File: src/rtl/load_store_unit.sv
// RV32I load/store unit: decodes byte-addressed requests into word accesses,
// splitting word-crossing accesses into two memory cycles.
module load_store_unit #(
  parameter bit ALLOW_MISALIGNED = 1'b1
) (
  input  logic        clk,
  input  logic        srst,
  input  logic        req_valid,
  output logic        req_ready,
  input  logic        req_we,
  input  logic [2:0]  req_funct3,
  input  logic [31:0] req_addr,
  input  logic [31:0] req_wdata,
  output logic        rsp_valid,
  output logic [31:0] rsp_rdata,
  output logic        rsp_err,
  output logic [29:0] mem_addr,
  output logic [3:0]  mem_be,
  output logic [31:0] mem_wdata,
  input  logic [31:0] mem_rdata
);

  typedef enum logic [1:0] {IDLE, ACC0, ACC1, RESP} state_t;

  state_t      state;
  logic        r_we;
  logic [2:0]  r_funct3;
  logic [31:0] r_addr;
  logic [31:0] r_wdata;
  logic [63:0] rd_buf;

  function automatic logic is_legal(input logic we, input logic [2:0] f3);
    if (we) return (f3 == 3'b000) || (f3 == 3'b001) || (f3 == 3'b010);
    return (f3 != 3'b011) && (f3 != 3'b110) && (f3 != 3'b111);
  endfunction

  function automatic logic is_split(input logic [2:0] f3, input logic [1:0] off);
    case (f3[1:0])
      2'b01:   return off == 2'd3;
      2'b10:   return off != 2'd0;
      default: return 1'b0;
    endcase
  endfunction

  // Byte strobes across the two words touched: [3:0] first word, [7:4] second.
  function automatic logic [7:0] lane_be(input logic [2:0] f3, input logic [1:0] off);
    logic [3:0] m;
    case (f3[1:0])
      2'b00:   m = 4'b0001;
      2'b01:   m = 4'b0011;
      default: m = 4'b1111;
    endcase
    return {4'b0000, m} << off;
  endfunction

  function automatic logic [63:0] lane_data(input logic [31:0] d, input logic [1:0] off);
    return {32'b0, d} << {off, 3'b000};
  endfunction

  function automatic logic [31:0] extract(input logic [63:0] b, input logic [2:0] f3,
                                          input logic [1:0] off);
    logic [63:0] r;
    r = b >> {off, 3'b000};
    case (f3)
      3'b000:  return {{24{r[7]}}, r[7:0]};
      3'b001:  return {{16{r[15]}}, r[15:0]};
      3'b010:  return r[31:0];
      3'b100:  return {24'b0, r[7:0]};
      3'b101:  return {16'b0, r[15:0]};
      default: return 32'b0;
    endcase
  endfunction

  logic        acc0_split;
  logic [7:0]  r_be8;
  logic [63:0] r_wide;
  logic [7:0]  in_be8;
  logic [63:0] in_wide;

  assign acc0_split = is_split(r_funct3, r_addr[1:0]);
  assign r_be8      = lane_be(r_funct3, r_addr[1:0]);
  assign r_wide     = lane_data(r_wdata, r_addr[1:0]);
  assign in_be8     = lane_be(req_funct3, req_addr[1:0]);
  assign in_wide    = lane_data(req_wdata, req_addr[1:0]);

  // NOTE: all outputs are registers; the async reset clears mem_be the moment
  // srst falls, so a pending second half of a split store can never be issued.
  always_ff @(posedge clk or negedge srst) begin
    if (!srst) begin
      state     <= IDLE;
      req_ready <= 1'b0;
      rsp_valid <= 1'b0;
      rsp_rdata <= 32'b0;
      rsp_err   <= 1'b0;
      mem_addr  <= 30'b0;
      mem_be    <= 4'b0;
      mem_wdata <= 32'b0;
      r_we      <= 1'b0;
      r_funct3  <= 3'b0;
      r_addr    <= 32'b0;
      r_wdata   <= 32'b0;
      rd_buf    <= 64'b0;
    end else begin
      mem_be    <= 4'b0;
      rsp_valid <= 1'b0;
      rsp_rdata <= 32'b0;
      rsp_err   <= 1'b0;
      req_ready <= 1'b0;
      case (state)
        IDLE: begin
          req_ready <= 1'b1;
          if (req_valid && req_ready) begin
            r_we      <= req_we;
            r_funct3  <= req_funct3;
            r_addr    <= req_addr;
            r_wdata   <= req_wdata;
            req_ready <= 1'b0;
            if (is_legal(req_we, req_funct3) &&
                (ALLOW_MISALIGNED || !is_split(req_funct3, req_addr[1:0]))) begin
              state     <= ACC0;
              mem_addr  <= req_addr[31:2];
              mem_be    <= req_we ? in_be8[3:0] : 4'b0;
              mem_wdata <= in_wide[31:0];
            end else begin
              state     <= RESP;
              rsp_valid <= 1'b1;
              rsp_err   <= 1'b1;
            end
          end
        end
        ACC0: begin
          if (!r_we) rd_buf[31:0] <= mem_rdata;
          if (acc0_split) begin
            state     <= ACC1;
            mem_addr  <= r_addr[31:2] + 30'd1;
            mem_be    <= r_we ? r_be8[7:4] : 4'b0;
            mem_wdata <= r_wide[63:32];
          end else begin
            state     <= RESP;
            rsp_valid <= 1'b1;
            rsp_rdata <= r_we ? 32'b0 :
                         extract({rd_buf[63:32], mem_rdata}, r_funct3, r_addr[1:0]);
          end
        end
        ACC1: begin
          if (!r_we) rd_buf[63:32] <= mem_rdata;
          state     <= RESP;
          rsp_valid <= 1'b1;
          rsp_rdata <= r_we ? 32'b0 :
                       extract({mem_rdata, rd_buf[31:0]}, r_funct3, r_addr[1:0]);
        end
        RESP: begin
          state     <= IDLE;
          req_ready <= 1'b1;
        end
        default: state <= IDLE;
      endcase
    end
  end

endmodule

File: config.mk
export PLATFORM = sky130hd
export DESIGN_NAME = load_store_unit
export DESIGN_NICKNAME = d
export VERILOG_FILES = /design/src/rtl/load_store_unit.sv
export SDC_FILE = /design/constraint.sdc
export NUM_CORES = 1
export LEC_CHECK = 0
export ABC_AREA = 1
export ABC_CLOCK_PERIOD_IN_PS = 2100
export BUFFER_PORTS_ARGS = -buffer_cell sky130_fd_sc_hd__buf_4
export CAP_MARGIN = 30
export CORE_UTILIZATION = 58
export DETAILED_ROUTE_END_ITERATION = 8
export GPL_ROUTABILITY_DRIVEN = 0
export PLACE_DENSITY = 0.81
export SKIP_LAST_GASP = 1
export SYNTH_ARGS = -nofsm -noshare
export SYNTH_HDL_FRONTEND = slang
export SYNTH_SLANG_ARGS = --single-unit
export TNS_END_PERCENT = 30
File: constraint.sdc
create_clock -name clk -period 2.1 [get_ports clk]
set_input_delay 0.105 -clock clk [delete_from_list [all_inputs] [get_ports clk]]
set_output_delay 0.105 -clock clk [all_outputs]
set_load 0.01 [all_outputs]
# [Word-level counts from Yosys, hierarchy flattened]
# Cells that the tools add are included.
[totals] register_bits=235 input_bits=103 out_inout_bits=101 elab_cells=98
[classes] add_sub_neg=1 n_eq_ne=19 shift=6 muxes=41 n_bitwise=1 reduce_logical=16
[ops] cell="one-hot mux 32 bit (5 select lines)" count=2
[ops] cell="2-to-1 mux 32 bit" count=6
[ops] cell="one-hot mux 32 bit (2 select lines)" count=2
[ops] cell="right shift 64 x 5 -> 32 bit" count=2
[ops] cell="2-to-1 mux 30 bit" count=3
[ops] cell="<< shifter 32 x 5 -> 64 bit" count=1
[ops] cell="one-hot mux 30 bit (2 select lines)" count=1
[ops] cell="<< shifter 32 x 5 -> 32 bit" count=1
[ops] cell="adder 30 x 1 -> 30 bit (second input constant)" count=1
[ops] cell="one-hot mux 4 bit (2 select lines)" count=3
[ops] cell="2-to-1 mux 4 bit" count=5
[ops] cell="2-to-1 mux 1 bit" count=13
[ops] cell="== test 2 bit (second input constant)" count=4
[ops] cell="one-hot mux 2 bit (4 select lines)" count=1
[ops] cell="<< shifter 4 x 2 -> 8 bit" count=1
[ops] cell="== test 2 x 1 -> 1 bit (second input constant)" count=3
[ops] cell="== test 3 x 1 -> 1 bit (second input constant)" count=2
[ops] cell="== test 3 x 2 -> 1 bit (second input constant)" count=2
[ops] cell="== test 3 bit (second input constant)" count=2
[ops] cell="zero test 2 bit" count=3
[ops] cell="zero test 3 bit" count=2
[ops] cell="inequality test 2 bit (second input constant)" count=3
[ops] cell="inequality test 3 bit (second input constant)" count=2
[ops] cell="AND reduction 2 bit" count=3
[ops] cell="other kinds (10)" count=16

# [Logic depth before layout (Yosys ltp)]
# Gate-level depths: netlist (run 1).
[depth] word_depth=10 depth_mapped=12 mapped_depth_nobuf=10

# [Least setup slack after synthesis (run 1)]
# No wires, ideal clock.
[synth_timing] kind="register to register" start="register state[0]" end="register mem_addr[14]" setup_ps=121 t_arrival_ps=1484 required_ps=1979 setup_slack_ps=495 path_stages_with_launch=12 path_buffers=2 synth_period_minus_slack_ps=1605 cell_sequence="dfrtp_1 -> inv_1 -> ha_1 -> inv_2 -> nor2_4 -> nand2_1 -> nand2_1 -> nand2_2 -> buf_6 -> buf_4 -> nand2_1 -> o21ai_1"
[synth_via] elab_chain_len=3 elab_cells_between_ends=8 classes_between="4 x eq/ne; 1 x mux; 3 x reduce/logical"
[synth_rtl] item="start: declaration" line_no="25" source="state_t state;"
[synth_rtl] item="start signal: assignment" line_no="90" source="state <= IDLE;"
[synth_rtl] item="start signal: assignment" line_no="120" source="state <= ACC0;"
[synth_rtl] item="start signal: assignment" line_no="125" source="state <= RESP;"
[synth_rtl] item="== test 2 x 1 -> 1 bit / zero test 2 bit (equally long branches)" line_no="109" source="case (state)"
[synth_rtl] item="inequality test 2 bit (no line) / nonzero test 2 bit (equally long branches)"
[synth_rtl] item="AND reduction 4 bit (no line)"
[synth_rtl] item="end signal: assignment" line_no="121" source="mem_addr <= req_addr[31:2];"
[synth_rtl] item="end signal: assignment" line_no="135" source="mem_addr <= r_addr[31:2] + 30'd1;"
[synth_rtl] item="end: declaration" line_no="17" source="output logic [29:0] mem_addr,"
# Parallel ways exist; a longest one is shown, timed or not.
# A chain may end at the register's enable or synchronous reset.

# [Worst setup path in the final report (run 1)]
[layout_timing] start="register r_addr[0]" end="register rsp_rdata[18]"
[layout_via] elab_chain_len=5 elab_cells_between_ends=11 classes_between="1 x eq/ne; 2 x shift; 7 x mux; 1 x reduce/logical"
[layout_rtl] item="start: declaration" line_no="28" source="logic [31:0] r_addr;"
[layout_rtl] item="start signal: assignment" line_no="115" source="r_addr <= req_addr;"
[layout_rtl] item="right shift 64 x 5 -> 32 bit" line_no="63" source="r = b >> {off, 3'b000};"
[layout_rtl] item="one-hot mux 32 bit (5 select lines)" line_no="64" source="case (f3)"
[layout_rtl] item="2-to-1 mux 32 bit" line_no="141" source="rsp_rdata <= r_we ? 32'b0 :"
[layout_rtl] item="2-to-1 mux 32 bit" line_no="133" source="if (acc0_split) begin"
[layout_rtl] item="one-hot mux 32 bit (2 select lines) (*)" line_no="109"
[layout_rtl] item="end signal: assignment" line_no="141"
[layout_rtl] item="end signal: assignment" line_no="149" source="rsp_rdata <= r_we ? 32'b0 :"
[layout_rtl] item="end: declaration" line_no="15" source="output logic [31:0] rsp_rdata,"
# Every way passes the cells marked *; elsewhere a longest branch is shown, timed or not.

==> impl_metrics.xml, run 1 <==
<?xml version="1.0" encoding="UTF-8"?>
<metrics>
  <group name="timing">
    <metric name="worst_margin_pin_slew" unit="ns">0.607</metric>
    <metric name="max_freq" unit="MHz">484</metric>
    <metric name="rsz0062_at_grt" unit="">yes</metric>
    <metric name="relSlewSlack" unit="%">59.5</metric>
    <metric name="period_minus_slack" unit="ns">2.07</metric>
    <metric name="finalWorstSetupSlack" unit="ns">0.0320</metric>
    <metric name="clock-skew-final" unit="ns">0.0120</metric>
    <metric name="setup_tns" unit="ns">0</metric>
    <metric name="timing.final.crit_share" unit="%">98.5</metric>
    <metric name="slew_viol_final" unit="">0</metric>
    <metric name="report.final.hold_viol_count" unit="">0</metric>
    <metric name="setup_viol_count_final" unit="">0</metric>
  </group>
  <group name="route">
    <metric name="routed-via-count" unit="">13700</metric>
    <metric name="antenna_left" unit="">0</metric>
    <metric name="first_iter_violations" unit="">1759</metric>
    <metric name="wl_per_cell" unit="um">17.1</metric>
    <metric name="wl" unit="mm">40.9</metric>
    <metric name="detailedRoute.firstPassIterationCount" unit="">6</metric>
    <metric name="drc_errors" unit="">0</metric>
    <metric name="via_per_inst" unit="">5.71</metric>
  </group>
  <group name="setup_path">
    <metric name="kind_of_launch_point_of_the_worst_setup_path" unit="">register</metric>
    <metric name="timing.critical_path.to_type" unit="">register</metric>
    <metric name="critical_path_peak_fanout" unit="">110</metric>
    <metric name="worstPathArrival" unit="ns">2.44</metric>
    <metric name="cp_data_required_time" unit="ns">2.47</metric>
    <metric name="criticalPathCategory" unit="">reg2reg</metric>
  </group>
  <group name="status">
    <metric name="status" unit="">complete, no violations</metric>
  </group>
  <group name="floorplanning">
    <metric name="core_footprint" unit="um2">21800</metric>
    <metric name="fp.dieArea" unit="um2">22700</metric>
    <metric name="ios" unit="">204</metric>
    <metric name="floorplan.initialDensity" unit="%">58.9</metric>
    <metric name="core.rowCount" unit="">54</metric>
    <metric name="die_w" unit="um">151</metric>
    <metric name="die_h" unit="um">151</metric>
  </group>
  <group name="pwr">
    <metric name="cellLeakagePower" unit="nW">8.29</metric>
    <metric name="pint" unit="W">0.0139</metric>
    <metric name="power.ir.vdd_worst" unit="V">0.000993</metric>
    <metric name="cellPowerDensity" unit="nW/um2">1510</metric>
    <metric name="switchingPower" unit="W">0.0111</metric>
    <metric name="p_seq_share" unit="%">29.8</metric>
    <metric name="power.share.switching" unit="%">44.4</metric>
    <metric name="combinationalPowerShare" unit="%">50.2</metric>
    <metric name="power.share.clock" unit="%">20.0</metric>
  </group>
  <group name="synthesis">
    <metric name="syn_nets" unit="">1942</metric>
    <metric name="synth.ff_latch_count" unit="">219</metric>
    <metric name="synthesis.yosys.warnings" unit="">0</metric>
    <metric name="post_synth.cell_area_avg" unit="um2">7.00</metric>
    <metric name="portion_of_the_post_synthesis_area_used_by_sequential_elements" unit="%">42.7</metric>
    <metric name="post_synth_inst_count" unit="">1831</metric>
    <metric name="netlist_area_pre_place" unit="um2">12800</metric>
    <metric name="yosysUniqueCellTypes" unit="">41</metric>
  </group>
  <group name="global_routing">
    <metric name="grt_use_total" unit="%">36.3</metric>
    <metric name="grt_max_degree" unit="">111</metric>
    <metric name="antenna_violations_before_repair" unit="">0</metric>
    <metric name="grt_first_pass_wirelength" unit="mm">64.9</metric>
    <metric name="grt_overflow_total" unit="">0</metric>
    <metric name="first_global_vias" unit="">13000</metric>
  </group>
  <group name="clocking">
    <metric name="max-clock-path-buffers" unit="">3</metric>
    <metric name="clk-insertion-delay-late" unit="ns">0.53</metric>
    <metric name="cts.root.buffer_cell" unit="">sky130_fd_sc_hd__clkbuf_16</metric>
    <metric name="clkSlewWorstSetupHoldPaths" unit="ns">0.07</metric>
    <metric name="cts_buffers" unit="">25</metric>
    <metric name="tritoncts" unit="">yes</metric>
    <metric name="postCtsSetupRepairBufs" unit="">0</metric>
    <metric name="htreeDepth" unit="">1</metric>
    <metric name="clock_sinks" unit="">219</metric>
  </group>
  <group name="layout">
    <metric name="fraction_of_layout_cells_with_a_size_suffix_above_1" unit="%">15.9</metric>
    <metric name="finish.net_count" unit="">2207</metric>
    <metric name="commonest_cells_after_routing_fill_and_taps_aside" unit="">sky130_fd_sc_hd__nand2_1 (691), sky130_fd_sc_hd__buf_4 (241), sky130_fd_sc_hd__dfrtp_1 (217)</metric>
    <metric name="area_delta_synth_final" unit="%">28.5</metric>
    <metric name="layout.core_utilization" unit="%">75.7</metric>
    <metric name="layout_commonest_cell" unit="">sky130_fd_sc_hd__nand2_1</metric>
  </group>
  <group name="place">
    <metric name="buffer_ports.inserted" unit="">203</metric>
    <metric name="dp.final_hpwl" unit="mm">26.4</metric>
    <metric name="dp_worst_setup_slack" unit="ns">0.141</metric>
  </group>
  <group name="hold_path">
    <metric name="hp-class" unit="">in2reg</metric>
  </group>
  <group name="job">
    <metric name="max_cap_violations" unit="">0</metric>
  </group>
</metrics>
==> cell type report <==
| type | count | area (um2) |
|---|---|---|
| diodes | 1 | 2.50 |
| well taps | 280 | 350 |
| fillers | 1625 | 5280 |
| flip-flops and latches | 219 | 5490 |
| inverters | 149 | 569 |
| multi-input cells | 1352 | 6110 |
| repair buffers | 349 | 3020 |
| clock buffers | 31 | 678 |
| clock inverters | 14 | 255 |
==> worst max-delay path, cell delays in order (launching register included) <==
cell and delay (ns):
sky130_fd_sc_hd__dfrtp_4 0.56, sky130_fd_sc_hd__buf_16 0.38, sky130_fd_sc_hd__nand2_1 0.13, sky130_fd_sc_hd__nand3_1 0.11, sky130_fd_sc_hd__nand3_1 0.12, sky130_fd_sc_hd__nand3_1 0.11, sky130_fd_sc_hd__nand2_1 0.06, sky130_fd_sc_hd__a21oi_1 0.39
==> synthesized netlist by cell type (all sizes together) <==
library cell  instances  share of area [%]
a21oi                84                3.3
or2                   1              0.049
inv                 147                4.4
o221ai                3               0.20
xnor2                 1              0.068
nor3                 10               0.39
buf                  74                4.2
o31ai                 4               0.23
a22oi                 1              0.059
ha                    8               0.78
o21ai               190                7.5
o211ai               18                1.3
clkinv                2              0.059
nand3               190                7.8
nand2               697                 21
nor2                110                3.4
nand3b                2               0.12
a31oi                 7               0.34
xor2                  5               0.34
o21a                  1              0.059
o22ai                 9               0.44
nand4                 3               0.15
clkbuf               37                1.1
o2111ai               1              0.068
dfrtp               219                 43
a211oi                7               0.41
==> power groups by stage <==
stage | Clock, W | Sequential (W) | Combinational [W]
final | 0.00499 | 0.00743 | 0.0125
after global routing | 0.00517 | 0.00761 | 0.0139
after CTS | 0.00503 | 0.00734 | 0.0123
after detailed placement | 0 | 0.00737 | 0.0120
after global placement | 0 | 0.00733 | 0.0117
after floorplan | 0 | 0.00729 | 0.00840
==> cells by family (layout without fill, tap and decap cells) <==
| family | after synthesis | after routing | share of synthesized area (%) |
|---|---|---|---|
| simple gates | 1013 | 1013 | 32.5 |
| compound gates | 325 | 325 | 13.9 |
| buf+inv | 260 | 543 | 9.69 |
| flops | 219 | 219 | 42.7 |
| fa+ha+maj | 8 | 8 | 0.781 |
| xor+xnor | 6 | 6 | 0.410 |
| other cells | 0 | 1 | 0 |
==> per-layer routing <==
| metal | GRT usage [%] | vias up | wire, um |
|---|---|---|---|
| met5 | 0 | - | 0 |
| met4 | 17.1 | 0 | 1740 |
| met3 | 7.52 | 128 | 4260 |
| met2 | 57.1 | 864 | 18800 |
| met1 | 47.9 | 6251 | 16100 |
| li1 | - | 6423 | - |
==> path summary, 6_finish.rpt <==
path                                  start       endpoint  slack, ns  depth (start not counted)
worst max register to register    r_addr[0]  rsp_rdata[18]       0.03                          7
min in group asynchronous              srst     rd_buf[32]       0.14                          2
worst max-delay path              r_addr[0]  rsp_rdata[18]       0.03                          7
worst min-delay path              req_valid        rsp_err       0.05                          5
max in group asynchronous              srst    mem_addr[6]       1.24                          3
worst min register to register  r_wdata[11]    r_wdata[11]       0.47                          2
==> metrics by stage <==
step           instance area [um2]  hold slack [ns]  std cells  total power, W
3_5_place_dp                 14600            0.126       2254          0.0194
4_1_cts                      16500           0.0452       2394          0.0246
2_1_floorplan                12800           -0.191       1831          0.0157
5_1_grt                      16500           0.0724       2394          0.0267
6_report                     16500           0.0488       2395          0.0249
3_3_place_gp                 14600            0.124       2254          0.0191
==> flip-flops by register name, summed over array words and instances (netlist names), 2 cells and up <==
name / cells
rd_buf: 56
mem_wdata: 32
r_addr: 32
rsp_rdata: 32
mem_addr: 30
r_wdata: 24
mem_be: 4
r_funct3: 3
state: 2
==> repair_timing <==
action / in CTS / in global routing
endpoints found under the setup margin: 0 / 2
endpoints found under the hold margin: 224 / 0
hold buffers: 95 / 0
resized for setup: 0 / 3
(Power assumes the default switching activity.)
==> inputs of run 2 (changes only) <==
--- a/config.mk
+++ b/config.mk
@@ -5,14 +5,13 @@
 export SDC_FILE = /design/constraint.sdc
 export NUM_CORES = 1
 export LEC_CHECK = 0
-export ABC_AREA = 1
+export ABC_AREA = 0
 export ABC_CLOCK_PERIOD_IN_PS = 2100
 export BUFFER_PORTS_ARGS = -buffer_cell sky130_fd_sc_hd__buf_4
 export CAP_MARGIN = 30
-export CORE_UTILIZATION = 58
+export CORE_UTILIZATION = 40
 export DETAILED_ROUTE_END_ITERATION = 8
 export GPL_ROUTABILITY_DRIVEN = 0
-export PLACE_DENSITY = 0.81
 export SKIP_LAST_GASP = 1
 export SYNTH_ARGS = -nofsm -noshare
 export SYNTH_HDL_FRONTEND = slang
==> run 2 against run 1 <==
Register-to-register slack got worse by 0.02 ns. Sequential cell count did not move. Non-clock buffer count rose by 30. Largest power group unchanged. Clock skew fell by 0.0032 ns. Hold slack improved by 0.013 ns. Critical path type unchanged. Critical path depth rose by 1. Area after synthesis fell by 5.6%. Cell count fell by 20%. Setup slack got worse by 0.018 ns.
==> impl_metrics.xml, run 2 <==
<?xml version="1.0" encoding="UTF-8"?>
<metrics>
  <group name="floorplanning">
    <metric name="fp.dieArea" unit="um2">31000</metric>
    <metric name="die_w" unit="um">176</metric>
    <metric name="die_h" unit="um">176</metric>
    <metric name="floorplan.initialDensity" unit="%">40.8</metric>
    <metric name="ios" unit="">204</metric>
    <metric name="core_footprint" unit="um2">29700</metric>
    <metric name="core.rowCount" unit="">63</metric>
  </group>
  <group name="route">
    <metric name="wl" unit="mm">35.5</metric>
    <metric name="first_iter_violations" unit="">755</metric>
    <metric name="via_per_inst" unit="">5.45</metric>
    <metric name="drc_errors" unit="">0</metric>
    <metric name="antenna_left" unit="">0</metric>
    <metric name="routed-via-count" unit="">10400</metric>
    <metric name="detailedRoute.firstPassIterationCount" unit="">6</metric>
    <metric name="wl_per_cell" unit="um">18.6</metric>
  </group>
  <group name="global_routing">
    <metric name="grt_use_total" unit="%">23.2</metric>
    <metric name="first_global_vias" unit="">10500</metric>
    <metric name="grt_first_pass_wirelength" unit="mm">57.1</metric>
    <metric name="antenna_violations_before_repair" unit="">0</metric>
    <metric name="grt_overflow_total" unit="">0</metric>
    <metric name="grt_max_degree" unit="">69</metric>
  </group>
  <group name="timing">
    <metric name="slew_viol_final" unit="">0</metric>
    <metric name="relSlewSlack" unit="%">46.4</metric>
    <metric name="timing.final.crit_share" unit="%">99.3</metric>
    <metric name="setup_viol_count_final" unit="">0</metric>
    <metric name="worst_margin_pin_slew" unit="ns">0.804</metric>
    <metric name="finalWorstSetupSlack" unit="ns">0.0143</metric>
    <metric name="period_minus_slack" unit="ns">2.09</metric>
    <metric name="max_freq" unit="MHz">479</metric>
    <metric name="report.final.hold_viol_count" unit="">0</metric>
    <metric name="rsz0062_at_grt" unit="">yes</metric>
    <metric name="clock-skew-final" unit="ns">0.00882</metric>
  </group>
  <group name="layout">
    <metric name="commonest_cells_after_routing_fill_and_taps_aside" unit="">sky130_fd_sc_hd__nand2_1 (286), sky130_fd_sc_hd__buf_4 (259), sky130_fd_sc_hd__dfrtp_1 (217)</metric>
    <metric name="finish.net_count" unit="">1608</metric>
    <metric name="regMostFlops" unit="">rd_buf</metric>
    <metric name="layout.core_utilization" unit="%">55.1</metric>
    <metric name="final_cells" unit="">1905</metric>
    <metric name="largest_register_ff_count" unit="">56</metric>
    <metric name="layout_commonest_cell" unit="">sky130_fd_sc_hd__nand2_1</metric>
    <metric name="final_cell_area" unit="um2">16400</metric>
    <metric name="insertedDiodeCount" unit="">0</metric>
    <metric name="fraction_of_layout_cells_with_a_size_suffix_above_1" unit="%">31.0</metric>
    <metric name="area_delta_synth_final" unit="%">35.2</metric>
  </group>
  <group name="synthesis">
    <metric name="syn_nets" unit="">1292</metric>
    <metric name="synthesis.yosys.warnings" unit="">0</metric>
    <metric name="synth.area.mux_share" unit="%">18.9</metric>
    <metric name="portion_of_the_post_synthesis_area_used_by_sequential_elements" unit="%">45.3</metric>
    <metric name="yosysUniqueCellTypes" unit="">54</metric>
    <metric name="synth_common_cells" unit="">sky130_fd_sc_hd__nand2_1 (287), sky130_fd_sc_hd__dfrtp_1 (219), sky130_fd_sc_hd__mux2_2 (78)</metric>
    <metric name="synth_compound_area_share" unit="%">14.3</metric>
    <metric name="synth_largest_area_cell" unit="">sky130_fd_sc_hd__dfrtp_1</metric>
    <metric name="synth_top_cell_area_share" unit="%">45.3</metric>
    <metric name="main_combinational_cell_family_by_area_after_synthesis" unit="">multiplexers</metric>
    <metric name="synth_top_cells_by_area" unit="">sky130_fd_sc_hd__dfrtp_1 (45%), sky130_fd_sc_hd__nand2_1 (8.9%), sky130_fd_sc_hd__mux4_2 (7.8%)</metric>
    <metric name="synth_xor_area_share" unit="%">1.37</metric>
    <metric name="synth_adder_area_share" unit="%">0.827</metric>
    <metric name="synth_edf_count" unit="">0</metric>
    <metric name="post-synth-top-count-cell" unit="">sky130_fd_sc_hd__nand2_1</metric>
    <metric name="asyncSetResetFlopFracSynth" unit="%">100</metric>
    <metric name="simple_gate_share_of_the_synthesized_area" unit="%">15.0</metric>
    <metric name="synth.ff_latch_count" unit="">219</metric>
    <metric name="netlist_area_pre_place" unit="um2">12100</metric>
    <metric name="post_synth_inst_count" unit="">1181</metric>
    <metric name="post_synth.cell_area_avg" unit="um2">10.3</metric>
    <metric name="synthFlopType" unit="">sky130_fd_sc_hd__dfrtp_1</metric>
  </group>
  <group name="clocking">
    <metric name="max-clock-path-buffers" unit="">3</metric>
    <metric name="cts.root.buffer_cell" unit="">sky130_fd_sc_hd__clkbuf_16</metric>
    <metric name="clock_sinks" unit="">219</metric>
    <metric name="htreeDepth" unit="">1</metric>
    <metric name="clkSlewWorstSetupHoldPaths" unit="ns">0.06</metric>
    <metric name="clk-insertion-delay-late" unit="ns">0.52</metric>
    <metric name="tritoncts" unit="">yes</metric>
    <metric name="cts_buffers" unit="">25</metric>
  </group>
  <group name="setup_path">
    <metric name="cp_data_required_time" unit="ns">2.56</metric>
    <metric name="criticalPathCategory" unit="">reg2reg</metric>
    <metric name="kind_of_launch_point_of_the_worst_setup_path" unit="">register</metric>
    <metric name="r2r_slack" unit="ns">0.01</metric>
    <metric name="worstPathArrival" unit="ns">2.55</metric>
    <metric name="timing.critical_path.to_type" unit="">register</metric>
    <metric name="critical_path_peak_fanout" unit="">24</metric>
  </group>
  <group name="place">
    <metric name="dp_worst_setup_slack" unit="ns">-0.0140</metric>
    <metric name="placed_cells_incl_taps" unit="">1757</metric>
    <metric name="placedInstanceArea" unit="um2">14400</metric>
    <metric name="dp.final_hpwl" unit="mm">24.3</metric>
    <metric name="buffer_ports.inserted" unit="">203</metric>
  </group>
  <group name="pwr">
    <metric name="cellLeakagePower" unit="nW">7.63</metric>
    <metric name="cellPowerDensity" unit="nW/um2">1450</metric>
    <metric name="power.ir.vdd_worst" unit="V">0.000781</metric>
  </group>
  <group name="hold_path">
    <metric name="hp-class" unit="">in2reg</metric>
  </group>
  <group name="job">
    <metric name="max_cap_violations" unit="">0</metric>
  </group>
  <group name="status">
    <metric name="status" unit="">complete, no violations</metric>
  </group>
</metrics>
## run 2: cell count changes after synthesis, moves of 19 or more
cell and change:
sky130_fd_sc_hd__a21o_1 +19, sky130_fd_sc_hd__a21oi_1 -44, sky130_fd_sc_hd__a22o_1 +29, sky130_fd_sc_hd__inv_1 -119
sky130_fd_sc_hd__mux2_2 +78, sky130_fd_sc_hd__mux2i_1 +46, sky130_fd_sc_hd__mux4_2 +42, sky130_fd_sc_hd__nand2_1 -404
sky130_fd_sc_hd__nand3_1 -172, sky130_fd_sc_hd__nor2_1 -52, sky130_fd_sc_hd__o21ai_0 -127, sky130_fd_sc_hd__o21ai_1 -20
## run 2: per-stage QoR
stage / total power [W] / setup TNS [ns] / hold slack (ns)
2_1_floorplan: 0.0148 / 0 / -0.191
6_report: 0.0238 / 0 / 0.0616
5_1_grt: 0.0254 / -0.535 / 0.0785
3_3_place_gp: 0.0189 / 0 / 0.0514
3_5_place_dp: 0.0191 / -0.0140 / 0.0531
4_1_cts: 0.0238 / 0 / 0.0402
## run 2: path summary, 6_finish.rpt
| check | from | depth (start not counted) | to |
|---|---|---|---|
| worst max register to register | state[1] | 8 | mem_wdata[28] |
| min in group asynchronous | srst | 2 | rsp_rdata[0] |
| worst max-delay path | state[1] | 8 | mem_wdata[28] |
| worst min register to register | r_wdata[12] | 2 | r_wdata[12] |
| worst min-delay path | req_addr[0] | 3 | r_addr[0] |
| max in group asynchronous | srst | 3 | rd_buf[13] |
## run 2: timing repair
action	in CTS	in global routing
gates resized for setup	1	15
buffers inserted	0	2
endpoints found under the setup margin	1	63
endpoints found under the hold margin	383	0
pin swaps	0	1
hold buffers	101	0
## run 2: critical path, cell delays in order, from the launching register on
cell,delay [ns]
sky130_fd_sc_hd__dfrtp_1,0.37
sky130_fd_sc_hd__inv_1,0.12
sky130_fd_sc_hd__ha_1,0.18
sky130_fd_sc_hd__and3_2,0.22
sky130_fd_sc_hd__a32oi_4,0.13
sky130_fd_sc_hd__a21o_2,0.26
sky130_fd_sc_hd__buf_12,0.17
sky130_fd_sc_hd__a2111oi_0,0.42
sky130_fd_sc_hd__a21o_1,0.13
## run 2: power breakdown
part           total [W]  internal [W]  leakage, nW  switching, W
clock network    0.00450       0.00272        0.418       0.00178
registers        0.00752       0.00610         2.74       0.00141
logic             0.0118       0.00592         4.48       0.00583
total             0.0238        0.0147         7.63       0.00903
## run 2: layer usage
layer | vias to the layer above | part of all wire, % | global-route usage, %
met5 | - | 0 | 0
met4 | 0 | 2.5 | 6.92
met3 | 63 | 6.1 | 4.13
met2 | 326 | 49 | 38.0
met1 | 5134 | 43 | 31.5
li1 | 4856 | - | -
## run 2: area by class of cell
type                            count  area, um2
Fill cell                        2570      13300
Multi-Input combinational cell    852       6160
Sequential cell                   219       5490
Timing Repair Buffer              379       3310
Clock buffer                       33        706
Tap cell                          390        488
Clock inverter                     12        140
Inverter                           20       75.1
## run 2: kinds of logic after synthesis
group                    Yosys count
XOR/XNOR                          19
multiplexers                     166
AND/OR/NAND/NOR                  418
AO/OA/AOI/OAI                    241
adder cells (fa/ha/maj)            8
flip-flops                       219
buffers and inverters            110
